$ cat config.mk
export PLATFORM = sky130hd
export DESIGN_NAME = button_parser
export DESIGN_NICKNAME = d
export VERILOG_FILES = /design/src/rtl/button_parser_pkg.sv /design/src/rtl/button_parser_debouncer.sv /design/src/rtl/button_parser.sv
export SDC_FILE = /design/constraint.sdc
export NUM_CORES = 1
export LEC_CHECK = 0
export ABC_AREA = 1
export CAP_MARGIN = 30
export CORE_MARGIN = 4
export CORE_UTILIZATION = 31
export DETAILED_ROUTE_END_ITERATION = 7
export DONT_BUFFER_PORTS = 1
export GPL_ROUTABILITY_DRIVEN = 0
export SETUP_SLACK_MARGIN = 0.4
export SYNTH_ARGS = -nofsm -noshare
export SYNTH_HDL_FRONTEND = slang
export SYNTH_HIERARCHICAL = 1
export SYNTH_SLANG_ARGS = --single-unit
$ cat constraint.sdc
create_clock -name clk -period 4.15 [get_ports clk]
set_clock_uncertainty 0.15 [all_clocks]
set_input_delay 1.0375 -clock clk [delete_from_list [all_inputs] [get_ports clk]]
set_output_delay 1.0375 -clock clk [all_outputs]
set_load 0.02 [all_outputs]
$ cat src/rtl/button_parser_pkg.sv
// Shared constants for the button conditioning chain: board defaults
// and reduced values that keep simulation short.
package button_parser_pkg;

  localparam int DEF_WIDTH          = 4;
  localparam int DEF_SAMPLE_CNT_MAX = 62500;  // 500 us at 125 MHz
  localparam int DEF_PULSE_CNT_MAX  = 200;
  localparam int SIM_SAMPLE_CNT_MAX = 4;
  localparam int SIM_PULSE_CNT_MAX  = 3;

endpackage

$ cat src/rtl/button_parser_debouncer.sv
// Shared sample-pulse generator plus one saturating counter per channel;
// a channel reads as debounced once its counter has saturated.
module debouncer
  import button_parser_pkg::*;
#(
  parameter int WIDTH          = DEF_WIDTH,
  parameter int SAMPLE_CNT_MAX = DEF_SAMPLE_CNT_MAX,
  parameter int PULSE_CNT_MAX  = DEF_PULSE_CNT_MAX
) (
  input  logic             clk_i,
  input  logic             rst_ni,
  input  logic [WIDTH-1:0] level_i,
  output logic [WIDTH-1:0] debounced_o
);

  localparam int SW = $clog2(SAMPLE_CNT_MAX);
  localparam int PW = $clog2(PULSE_CNT_MAX + 1);
  localparam logic [SW-1:0] SAMPLE_LAST = SW'(SAMPLE_CNT_MAX - 1);
  localparam logic [PW-1:0] PULSE_FULL  = PW'(PULSE_CNT_MAX);

  logic [SW-1:0] sample_q, sample_d;
  logic          sample_pulse;
  logic [PW-1:0] cnt_q [WIDTH];
  logic [PW-1:0] cnt_d [WIDTH];

  always_comb begin
    sample_pulse = (sample_q == SAMPLE_LAST);
    if (sample_pulse) begin
      sample_d = '0;
    end else begin
      sample_d = sample_q + SW'(1);
    end
  end

  // A low level restarts the count immediately; a high level only advances on a sample.
  always_comb begin
    for (int i = 0; i < WIDTH; i++) begin
      cnt_d[i]       = cnt_q[i];
      debounced_o[i] = (cnt_q[i] == PULSE_FULL);
      if (!level_i[i]) begin
        cnt_d[i] = '0;
      end else if (sample_pulse && (cnt_q[i] < PULSE_FULL)) begin
        cnt_d[i] = cnt_q[i] + PW'(1);
      end else begin
        cnt_d[i] = cnt_q[i];
      end
    end
  end

  always_ff @(posedge clk_i) begin
    if (!rst_ni) begin
      sample_q <= '0;
      for (int i = 0; i < WIDTH; i++) begin
        cnt_q[i] <= '0;
      end
    end else begin
      sample_q <= sample_d;
      for (int i = 0; i < WIDTH; i++) begin
        cnt_q[i] <= cnt_d[i];
      end
    end
  end

endmodule

$ cat src/rtl/button_parser.sv
// Raw push-button levels in, one clean single-cycle pulse per press out:
// two-flop synchronizer, debouncer, rising-edge detector.
module button_parser
  import button_parser_pkg::*;
#(
  parameter int WIDTH          = DEF_WIDTH,
  parameter int SAMPLE_CNT_MAX = DEF_SAMPLE_CNT_MAX,
  parameter int PULSE_CNT_MAX  = DEF_PULSE_CNT_MAX
) (
  input  logic             clk,
  input  logic             rst_n,
  input  logic [WIDTH-1:0] in,
  output logic [WIDTH-1:0] out
);

  logic [WIDTH-1:0] sync1_q;
  logic [WIDTH-1:0] sync2_q;
  logic [WIDTH-1:0] prev_q;
  logic [WIDTH-1:0] debounced;

  debouncer #(
    .WIDTH          (WIDTH),
    .SAMPLE_CNT_MAX (SAMPLE_CNT_MAX),
    .PULSE_CNT_MAX  (PULSE_CNT_MAX)
  ) u_debouncer (
    .clk_i       (clk),
    .rst_ni      (rst_n),
    .level_i     (sync2_q),
    .debounced_o (debounced)
  );

  always_ff @(posedge clk) begin
    if (!rst_n) begin
      sync1_q <= '0;
      sync2_q <= '0;
      prev_q  <= '0;
    end else begin
      sync1_q <= in;
      sync2_q <= sync1_q;
      prev_q  <= debounced;
    end
  end

  // Decoded only from flops, so the pulse is glitch-free and one cycle wide.
  assign out = debounced & ~prev_q;

endmodule

Word level (Yosys, flattened, before mapping)
Memory sizes are Yosys's and may differ from the RTL's.
Cells that the tools add are included.

operators by class
  add/sub/neg operators = 5
  magnitude comparators = 4
  equality and inequality tests = 5
  mux-type cells = 14
  bitwise operators = 7
  reduce and logical (&&, ||, !) cells = 5

operator list
  kind                                                             number
  8-bit 2-to-1 mux                                                 12
  8-bit by 1-bit adder with 8-bit output, second input constant    4
  8-bit == test, second input constant                             4
  8-bit less-than comparator, second input constant                4
  16-bit by 1-bit adder with 16-bit output, second input constant  1
  16-bit == test, second input constant                            1
  4-bit bitwise AND                                                1
  1-bit logical AND                                                4
  4-bit NOT                                                        1
  1-bit bitwise OR                                                 4
  1-bit 2-to-1 mux                                                 2
  2-bit OR reduction                                               1
  1-bit NOT                                                        1

storage, ports and cells
  flip-flop bits (word level) = 28
  memory bits (writable) = 32
  input port bits = 6
  output and inout bits = 4
  word-level logic and storage cells = 45
  memories = 1

memory list
  name               words  bits a word  read ports  clocked after Yosys merged registers in  wr ports  line                           source
  u_debouncer.cnt_q  4      8            4           0                                        4         button_parser_debouncer.sv:23  logic [PW-1:0] cnt_q [WIDTH];

Logic depth before layout (Yosys ltp)
  depth after elaboration = 5
  gate-level depth with buffers = 9

Hierarchy
The synthesis kept the hierarchy.

modules (own cells, without submodules)
  module         instances  cells each  area each (um^2)  seq. area each (um^2)
  debouncer      1          459         2,834.0           960.9
  button_parser  1          45          371.6             240.2

Worst setup path after synthesis
OpenSTA, ideal clock, no wires.

  path kind = reg2out
  start point = memory u_debouncer/cnt_q[3][0] in the netlist's numbering
  end point = output out[3]
  arrival = 1.046 ns
  data required time = 2.963 ns
  slack = 1.917 ns
  stages on the path, launching flop included = 7
  buffers on the path = 0
  cell sequence = dfxtp_1 inv_1 ha_1 nand4_1 nor2_1 inv_1 nor2_1

RTL lines
  element      line                           source
  from (decl)  button_parser_debouncer.sv:23
  to (decl)    button_parser.sv:13            output logic [WIDTH-1:0] out

==> results.ini <==
[run_status]
outcome = completed

[cells_and_area]
final_util_pct = 35.8
area_growth_pct = 10.6
drive_gt1_share_pct = 6.41
finalNetCount = 526
n_antenna_cell = 0
final_cells = 648

[clock_tree]
htreeDepth = 3
clockRootBuffer = clkbuf_8
post_cts_buffers = 0
cts-resized-gates = 0
clk_path_buf_depth = 2
cts_tree = done
hold_buffers = 0
cts_buffers = 9
path_clk_slew_ns = 0.07
clk_latency_ns = 0.34
cts_sinks = 60

[timing]
setup_ws_ns = 1.45
setup_viol = 0
drv_slew = 0
hold_violations = 0
rsz0062_at_grt = no
slew_headroom_pct = 69.2
min_period_ns = 2.70
fmaxAchievable_mhz = 370
tns_ns = 0
worst_slew_pin_slew_ns = 0.460
fin_crit_sh_pct = 65.2

[setup_path]
crit_path_end_kind = output port
crit_path_max_fanout = 3
startpoint_type = flip-flop
required_ns = 2.96
arrival_ns = 1.52
setup.worst_path.class = reg2out

[yosys]
syn_area_um2 = 3210
synthCells = 504
yosysUniqueCellTypes = 22
yosysMostFrequentCell = nand2_1
synth_top_area_cell = dfxtp_1
synth_top_area_share_pct = 37.5
synth-async-reset-ratio_pct = 0
ys_ff_latch = 60
yosys_warnings = 6
synth_area_per_cell_um2 = 6.36
synthTopCellsByCount = nand2_1, nor2_1, inv_1, dfxtp_1, nand3_1
synth_edf_count = 0
ys.flop_type = dfxtp_1
synth_nets = 520
synthTopCellsByArea = dfxtp_1, nand2_1, nor2_1, inv_1, nand3_1
seq_area_frac_synth_pct = 37.5

[grt]
antenna_found_initial = 0
grt_max_degree = 19
grtUsageTotal_pct = 12.2
grt_pass1_wl_mm = 11.5
grt_overflow_total = 0
grt_pass1_vias = 2578

[detailed_routing]
antenna_left = 0
highest_layer = met4
drt_iter0_drc = 148
met1_length_mm = 3.28
wl_met2_mm = 2.82
num_vias = 2850
drt-vias-per-instance = 4.40
firstDrtPassIters = 4
routedWlPerCell_um = 10.0
wl_met3_um = 341
totalWireLength_mm = 6.51
drcViolationCount = 0

[die]
start_util_pct = 32.3
core_region_area_um2 = 9910
ios = 10
fp.dieW_um = 110
dieArea_um2 = 12000
rows = 36
dieHeight_um = 110

[place]
dp_hpwl_mm = 4.67
port_buffers = 0
place_ws_ns = 1.80
post-place-cells = 632

[worst_hold_path]
hp-class = reg2reg

[pwr]
power_density_nw_per_um2 = 336
p_leak_nw = 1.60
finalPower_mw = 1.19
ir_drop_v = 0.000234

[run]
cap_violations = 0

==> state kept, by name (all words and copies together), names as in the netlist <==
signal                flops
sync2_q                   4
prev_q                    4
sync1_q                   4
u_debouncer/cnt_q        32
u_debouncer/sample_q     16
==> stage by stage <==
stage | hold slack (ns) | area (µm²)
floorplan | 0.240 | 3210
global placement | 0.245 | 3320
detailed placement | 0.249 | 3320
CTS | 0.268 | 3540
global route | 0.297 | 3540
finish | 0.265 | 3540
==> where the power goes <==
part | internal (mW) | switching (mW)
sequential | 0.581 | 0.00319
combinational | 0.00523 | 0.0110
clock | 0.341 | 0.249
total | 0.927 | 0.263
==> per-layer routing <==
layer  global-route usage (%)  vias to the layer above
met3                     3.52                        7
met4                     4.72                        0
li1                         -                     1549
met5                        0                        -
met1                     16.5                     1231
met2                     18.2                       63
==> final timing paths <==
| kind | start | end | slack (ns) | cells past startpoint |
|---|---|---|---|---|
| max reg2reg | u_debouncer/sample_q[0]$_SDFF_PP0_ | u_debouncer/sample_q[9]$_SDFF_PP0_ | 2.25 | 8 |
| min reg2reg | sync1_q[2]$_SDFF_PN0_ | sync2_q[2]$_SDFF_PN0_ | 0.26 | 2 |
| max | u_debouncer/cnt_q[1][0]$_SDFFE_PN0P_ | out[1] | 1.45 | 6 |
| min | sync1_q[2]$_SDFF_PN0_ | sync2_q[2]$_SDFF_PN0_ | 0.26 | 2 |
==> cell type report <==
type / instances / area (µm²)
Fill cell: 1094 / 6360
Multi-Input combinational cell: 354 / 1630
Sequential cell: 60 / 1200
Inverter: 85 / 319
Tap cell: 133 / 166
Clock buffer: 9 / 124
Clock inverter: 7 / 101
==> worst max-delay path, cell delays in order, from the launching register on <==
cell and delay [ns]:
dfxtp_1 0.33, inv_1 0.09, ha_1 0.16, nand4_1 0.09, nor2_1 0.14, inv_1 0.05, nor2_1 0.31
==> cell families (layout without fill, tap and decap cells) <==
family | after synthesis | after routing | share of synthesized area [%]
AND/OR/NAND/NOR | 306 | 306 | 40.0
buffers and inverters | 90 | 101 | 11.6
flip-flops | 60 | 60 | 37.5
AO/OA/AOI/OAI | 29 | 29 | 4.53
adder cells (fa/ha/maj) | 10 | 10 | 3.90
XOR/XNOR | 9 | 9 | 2.46
==> layout by cell type (no fill, tap or decap), drive strengths merged <==
cell      instances
a21oi            27
bufinv            2
clkbuf            9
clkinv            4
clkinvlp          2
dfxtp            60
ha               10
inv              84
nand2           139
nand3            39
nand3b            1
nand4             8
nor2            110
nor3              8
o21ai             2
or2               1
xnor2             3
xor2              6
Power figures use the tool's default switching activity.
